## config.mk

```make
export PLATFORM = sky130hd
export DESIGN_NAME = avalon_irq_controller
export DESIGN_NICKNAME = d
export VERILOG_FILES = /design/src/rtl/avalon_irq_controller.sv
export SDC_FILE = /design/constraint.sdc
export NUM_CORES = 1
export LEC_CHECK = 0
export ABC_AREA = 1
export CAP_MARGIN = 40
export CORE_ASPECT_RATIO = 1.75
export CORE_MARGIN = 3
export CORE_UTILIZATION = 42
export DETAILED_ROUTE_END_ITERATION = 8
export PLACE_DENSITY = 0.8
export SLEW_MARGIN = 20
export SYNTH_ARGS = -nofsm -noshare
export SYNTH_HDL_FRONTEND = slang
export SYNTH_SLANG_ARGS = --single-unit
export TNS_END_PERCENT = 20
```

## constraint.sdc

```tcl
create_clock -name clk -period 1.3 [get_ports clk]
set_clock_uncertainty 0.05 [all_clocks]
set_input_delay 0.195 -clock clk [delete_from_list [all_inputs] [get_ports clk]]
set_output_delay 0.195 -clock clk [all_outputs]
set_load 0.03 [all_outputs]
```

## src/rtl/avalon_irq_controller.sv

```systemverilog
// Avalon-MM interrupt controller: synchronises, latches, masks and prioritises
// up to NUM_SOURCES request lines into one registered CPU irq plus source id.
module avalon_irq_controller #(
  parameter int unsigned NUM_SOURCES = 8,
  parameter int unsigned SYNC_STAGES = 2
) (
  input  logic                   clk,
  input  logic                   rst,
  input  logic                   read_n,
  input  logic                   write_n,
  input  logic [31:0]            address,
  input  logic [31:0]            writeData,
  output logic [31:0]            readData,
  input  logic [NUM_SOURCES-1:0] irq_src,
  output logic                   irq,
  output logic [4:0]             irq_id
);

  localparam int unsigned N = NUM_SOURCES;

  localparam logic [2:0] OffPending = 3'd0;
  localparam logic [2:0] OffEnable  = 3'd1;
  localparam logic [2:0] OffEdge    = 3'd2;
  localparam logic [2:0] OffAck     = 3'd3;
  localparam logic [2:0] OffActive  = 3'd4;
  localparam logic [2:0] OffRaw     = 3'd5;

  logic [N-1:0] sync_q [SYNC_STAGES];
  logic [N-1:0] sync_d [SYNC_STAGES];
  logic [N-1:0] prev_q, prev_d;
  logic [N-1:0] pending_q, pending_d;
  logic [N-1:0] enable_q, enable_d;
  logic [N-1:0] edge_q, edge_d;
  logic [31:0]  rdata_q, rdata_d;
  logic         irq_q, irq_d;
  logic [4:0]   irq_id_q, irq_id_d;

  logic [N-1:0] s;
  logic [N-1:0] active;
  logic [N-1:0] ack;
  logic [2:0]   off;
  logic         rd_en, wr_en;
  logic         unused_bits;

  assign off         = address[4:2];
  assign rd_en       = ~read_n;
  assign wr_en       = ~write_n;
  assign unused_bits = ^{address[31:5], address[1:0], writeData};

  function automatic logic [31:0] widen(input logic [N-1:0] v);
    logic [31:0] w;
    w        = '0;
    w[N-1:0] = v;
    return w;
  endfunction

  always_comb begin
    sync_d[0] = irq_src;
    for (int unsigned k = 1; k < SYNC_STAGES; k++) begin
      sync_d[k] = sync_q[k-1];
    end
  end

  assign s      = sync_q[SYNC_STAGES-1];
  assign active = pending_q & enable_q;

  always_comb begin
    prev_d = s;
    ack    = (wr_en && off == OffAck) ? writeData[N-1:0] : '0;
    // Edge sources: a new edge beats a simultaneous ACK. Level sources follow s.
    pending_d = (edge_q & ((s & ~prev_q) | (pending_q & ~ack))) | (~edge_q & s);

    enable_d = enable_q;
    edge_d   = edge_q;
    if (wr_en && off == OffEnable) enable_d = writeData[N-1:0];
    if (wr_en && off == OffEdge)   edge_d   = writeData[N-1:0];
  end

  always_comb begin
    irq_d    = |active;
    irq_id_d = '0;
    for (int i = int'(N) - 1; i >= 0; i--) begin
      if (active[i]) irq_id_d = 5'(i);
    end
  end

  // Reads sample pre-write state so a simultaneous write is not visible yet.
  always_comb begin
    rdata_d = rdata_q;
    if (rd_en) begin
      case (off)
        OffPending: rdata_d = widen(pending_q);
        OffEnable:  rdata_d = widen(enable_q);
        OffEdge:    rdata_d = widen(edge_q);
        OffActive:  rdata_d = {irq_q, 26'b0, irq_id_q};
        OffRaw:     rdata_d = widen(s);
        default:    rdata_d = '0;
      endcase
    end
  end

  always_ff @(posedge clk or negedge rst) begin
    if (!rst) begin
      for (int unsigned k = 0; k < SYNC_STAGES; k++) begin
        sync_q[k] <= '0;
      end
      prev_q    <= '0;
      pending_q <= '0;
      enable_q  <= '0;
      edge_q    <= '0;
      rdata_q   <= '0;
      irq_q     <= 1'b0;
      irq_id_q  <= '0;
    end else begin
      for (int unsigned k = 0; k < SYNC_STAGES; k++) begin
        sync_q[k] <= sync_d[k];
      end
      prev_q    <= prev_d;
      pending_q <= pending_d;
      enable_q  <= enable_d;
      edge_q    <= edge_d;
      rdata_q   <= rdata_d;
      irq_q     <= irq_d;
      irq_id_q  <= irq_id_d;
    end
  end

  assign readData = rdata_q;
  assign irq      = irq_q;
  assign irq_id   = irq_id_q;

endmodule

```

# After elaboration in Yosys (flattened, before gate mapping)
# Cells that the tools add are included.
dict set report totals {
  reg_bits 86
  latch_bits 0
  ram_bits 0
  mem_bits_ro 0
  in_bits 76
  out_inout_bits 38
  word_cells 40
  memories 0
}
dict set report classes {
  add_sub_neg 0
  n_mul 0
  div_mod_pow 0
  n_lt_le_gt_ge 0
  eq_ne 5
  shift 0
  mux 10
  bitwise_logic 11
  reduce_logical 5
}
# op count
set op_table {}
lappend op_table {{$pmux W32 S5} 1}
lappend op_table {{$and A8 B8 Y8} 5}
lappend op_table {{$mux W5} 7}
lappend op_table {{$not A8 Y8} 3}
lappend op_table {{$or A8 B8 Y8} 2}
lappend op_table {{$mux W8} 1}
lappend op_table {{$reduce_or A8 Y1} 1}
lappend op_table {{$eq A3 B2 Y1 const B} 2}
lappend op_table {{$eq A3 B3 Y1 const B} 2}
lappend op_table {{$eq A3 B1 Y1 const B} 1}
lappend op_table {{$logic_and A1 B1 Y1} 3}
lappend op_table {{$logic_not A3 Y1} 1}
lappend op_table {{$mux W3} 1}
lappend op_table {{$not A1 Y1} 1}

# Depth between registers and ports, before layout
# Gate-level depths: netlist (run 1).
dict set report logic_depth {
  word_depth 9
  ltp_mapped 8
  ltp_nobuf 8
}

# Worst setup path after synthesis (run 1)
# No wires, ideal clock.
dict set report synth_timing {
  path_kind {in2reg}
  from {input address[3]}
  to {register enable_q[3]}
  t_arrival_ns 1.009
  required_time_ns 1.132
  slack_ns 0.123
  cell_stages 6
  n_path_buf 2
  path_cell_list {buf_6 nor3_4 nand2_4 buf_6 nand2_2 o21ai_2}
}
dict set report synth_via {
  elab_chain_len 2
}
# item line
set synth_rtl {}
lappend synth_rtl {{from (decl)} 11} ;# input logic [31:0] address,
lappend synth_rtl {{$eq A3 B1 Y1} 75} ;# if (wr_en && off == OffEnable) enable_d = writeData[N-1:0];
lappend synth_rtl {{$logic_and A1 B1 Y1} 75}
lappend synth_rtl {{to (signal assigned)} 120} ;# enable_q <= enable_d;
lappend synth_rtl {{to (decl)} 32} ;# logic [N-1:0] enable_q, enable_d;
# No other way between the ends.
# A chain may end at the register's enable or synchronous reset.

# Worst setup path after layout (run 1)
dict set report layout_timing {
  from {register rdata_q[31] (netlist: readData[31])}
  to {output readData[31]}
}
# item line
set layout_lines {}
lappend layout_lines {{from (decl)} 34} ;# logic [31:0] rdata_q, rdata_d;
lappend layout_lines {{from (signal assigned)} 122} ;# rdata_q <= rdata_d;
lappend layout_lines {{to (decl)} 13} ;# output logic [31:0] readData,
# No word-level cell between the ends.

==> results of run 1 <==
-- cells in the final DEF, fill, tap and decap left out, types with 2 or more instances in the layout --
cell / Yosys / final
sky130_fd_sc_hd__buf_12: 0 / 2
sky130_fd_sc_hd__buf_4: 25 / 14
sky130_fd_sc_hd__clkbuf_8: 0 / 11
sky130_fd_sc_hd__clkdlybuf4s15_2: 0 / 9
sky130_fd_sc_hd__clkdlybuf4s50_1: 0 / 19
sky130_fd_sc_hd__clkinvlp_4: 0 / 2
sky130_fd_sc_hd__conb_1: 1 / 25
sky130_fd_sc_hd__dfrtp_1: 61 / 61
sky130_fd_sc_hd__dlymetal6s2s_1: 0 / 2
sky130_fd_sc_hd__inv_1: 13 / 13
sky130_fd_sc_hd__inv_2: 2 / 2
sky130_fd_sc_hd__nand2_1: 106 / 106
sky130_fd_sc_hd__nand2_2: 3 / 3
sky130_fd_sc_hd__nand3_1: 8 / 8
sky130_fd_sc_hd__nand4_1: 14 / 14
sky130_fd_sc_hd__nor2_1: 5 / 5
sky130_fd_sc_hd__nor2_4: 1 / 2
sky130_fd_sc_hd__o211ai_1: 8 / 8
sky130_fd_sc_hd__o21ai_0: 9 / 8
sky130_fd_sc_hd__o21ai_1: 2 / 3
sky130_fd_sc_hd__o21ai_2: 8 / 8
-- sequential cells by signal, indices dropped and copies added (netlist names) --
name,flops
prev_q,8
enable_q,8
readData,9
prev_d,8
irq,1
sync_d,8
irq_id,3
edge_q,8
pending_q,8
-- where the power goes --
part           switching (mW)  internal, mW  leakage (nW)
Combinational           0.604         0.356         0.812
Sequential              0.194          2.15         0.742
Clock                   0.738         0.988         0.102
-- worst max-delay path by stage --
stage,from,endpoint,slack (ps),cells past startpoint
floorplan,address[3],enable_q[3],120,6
global placement,address[4],readData[1],-330,7
detailed placement,address[4],readData[1],-320,7
CTS,readData[4],readData[4],-20,1
global route,irq_id[1],irq_id[1],7,1
finish,readData[31],readData[31],50,1
-- metal layers --
layer	global-route usage	share of wire
met1	0.1754	0.37
met2	0.2627	0.53
met3	0.03753	0.063
met4	0.1235	0.034
met5	0	0
-- repair_timing --
item                                   CTS  global route
setup endpoints to repair               10            18
gates cloned                             0             0
endpoints found under the hold margin   61             0
hold buffers                             1             0
resized for setup                       29             7
pin swaps                                0             1
-- kinds of logic after synthesis --
family / after synthesis
other cells: 1
flops: 61
compound gates: 29
simple gates: 142
buf+inv: 47
-- area by class of cell --
| type | instances | area (um^2) |
|---|---|---|
| Timing Repair Buffer | 50 | 493.0 |
| Tap cell | 78 | 97.59 |
| Sequential cell | 61 | 1526 |
| Clock inverter | 5 | 58.81 |
| Clock buffer | 11 | 151.4 |
| Inverter | 15 | 56.30 |
| Multi-Input combinational cell | 196 | 918.4 |
| Fill cell | 526 | 2670 |
-- metrics by stage --
stage | cells | hold WS (ps) | setup TNS, ps | worst slack, ps
floorplan | 304 | -150.6 | 0 | 123.0
CTS | 416 | 222.1 | -15.34 | -15.34
detailed placement | 399 | 170.0 | -8419 | -322.0
global placement | 399 | 168.5 | -7460 | -333.1
finish | 416 | 239.8 | 0 | 49.24
global route | 416 | 230.3 | 0 | 7.288
==> impl_summary.md, run 1 <==
Global routing
The remaining global-route overflow is 0. The via count of the first global-routing pass is 2101. The aggregate global-route resource usage is 0.1617. The largest net degree at the start of global routing is 62. The initial antenna violation count is 0.

The first global-routing pass estimated 9032 um of wire.

Setup path
The biggest fanout along the worst timing path is 2. In this run the critical register-to-register path is captured at irq_id[0]. The length in cells of the worst reg-to-reg path is 7.

In this run the critical register-to-register path is launched from pending_q[6]. On the critical path, the stage with the largest delay is an instance of sky130_fd_sc_hd__dfrtp_1. The category of cells accounting for the largest share of critical-path delay is flip-flops.

The arrival time reported for the critical path endpoint is 1010 ps. The critical path goes through clkdlybuf4s15_2. The data required time of the worst path is 1050 ps. The worst setup slack for register-to-register paths is 260 ps. On the worst path, the slowest cell contributes a delay of 380 ps.

The worst setup path is captured at an output port. The critical path startpoint category is a register. The classification of the worst setup path is register to output port. Counting both buffers and inverters, the worst setup path holds a total of 1.

Yosys
After synthesis the netlist holds a flip-flop and latch count of 61. The count of flip-flops with a built-in enable after synthesis is 0. Of the total synthesized cell area, the portion taken by full adders, half adders and majority gates is 0. The fraction of registers with async set or reset after synthesis is 1.000. The post-synthesis simple-gate area fraction is 0.2340. The dominant cell type by area after synthesis is sky130_fd_sc_hd__dfrtp_1. The sequential-to-total area share from yosys stat is 0.5779. The combinational family with the most area after synthesis is simple AND/OR/NAND/NOR gates.

After synthesis, the mean cell area works out to 9.433 um^2. The count of different cell masters after synthesis is 24. The post-synthesis cell count is 280. Ranked by instance count, the synthesized netlist is headed by sky130_fd_sc_hd__nand2_1, sky130_fd_sc_hd__dfrtp_1, sky130_fd_sc_hd__buf_4. Among all flip-flop cells after synthesis, the most frequent one is sky130_fd_sc_hd__dfrtp_1. The post-synthesis instance area is 2641 um^2. sky130_fd_sc_hd__nand2_1 is the most common cell in the netlist.

By area the synthesized netlist is led by sky130_fd_sc_hd__dfrtp_1, sky130_fd_sc_hd__nand2_1, sky130_fd_sc_hd__buf_4, sky130_fd_sc_hd__nand4_1, sky130_fd_sc_hd__o21ai_2. The share of Yosys cell area claimed by the top area cell type is 0.5779. The portion of synthesized area spent on multiplexers is 0. For this run, the number of Yosys warnings is 0. Of the total synthesized cell area, the portion taken by XOR and XNOR cells is 0. The complex-gate fraction of the synthesized area was 0.07437.

Timing
The number of pins exceeding their max-slew limit in the final report is 0. Setup violations remaining at the end of the flow were counted as 0. The final cycle utilization of the critical path is 0.9621. Setup repair after global routing left no endpoint under its margin. The upper clock frequency limit is 799.5 MHz.

The worst path needs 1251 ps of the cycle, external delays included. The final hold violation count is 0.

Clocking
CTS built an H-tree with a depth of 3. TritonCTS built the clock tree. The buffer depth of the longest clock path is 2. In this run, CTS created clock tree buffers numbering 9. The clock root buffer master is sky130_fd_sc_hd__clkbuf_8. After clock tree synthesis, the clock-pin slew on the worst setup and hold paths is 70 ps. The clock latency at the later pin of the worst-skew pair is 330 ps.

The number of setup buffers added after CTS is 0. The sink count of the clock tree is 61.

Drt
The final routed wire length divided by cell count is 12.80 um. The total wirelength of the detailed-routed design is 5326 um. Dividing the detail-routed via count by the number of cells gives 4.894. The DRC violations left is 0. Summing over every cut layer, the via total after detailed routing is 2036. Before antenna repair, the detailed router went through 4 iterations. The count of nets left with antenna violations after detail routing is 0. The first routing iteration left 123 violations.

Cells and area
After the last flow step, the layout net total stands at 409. The area growth from synthesis to layout is 25.01%. The finished layout cell area is 3302 um^2. The number of diodes is 0.

The final core area utilization is 0.5529. In the final layout, the share of cells above drive strength 1 is 0.1834.

Die
The placeable core region is 5972 um^2. The overall die width is 65.95 um. The number of top-level design ports is 114. The row count is 37.

The initial utilization of the core area, before any placement, comes to 0.4423. The die boundary height is 110.9 um. The floorplan step defined a die boundary enclosing 7314 um^2.

Run
The count of max-cap constraint violations is 0.

Placed design
The placed standard-cell area is 3057 um^2. At the end of routability-driven placement, the weighted congestion stood at 0.8697. The number of port buffers is 35. The HPWL after detailed placement is 3806 um.

Run status
The flow ran to the end, and the final reports show no timing, DRC or antenna violations.

Hold path
The path type of the worst min-delay path is input pin to register. Counting instances, the worst hold path has a depth of 1. The source of the worst hold timing path is irq_src[7]. The sink of the worst hold path is sync_d[7].

Power and ir drop
The peak supply drop is 0.0006772 V. Summed over all cells, the static leakage comes to 1.655 nW. The completed layout was analyzed and its total power is 5.025 mW. The power per unit of standard cell area is 1522 nW/um^2.
Note: power is estimated with default switching activity, not from simulation.
==> run 2, diff against run 1 <==
HOLD_SLACK_MARGIN = 0.08   (was default)
==> results of run 2 <==
Final layout, timing and power as in run 1 (identical DEF).
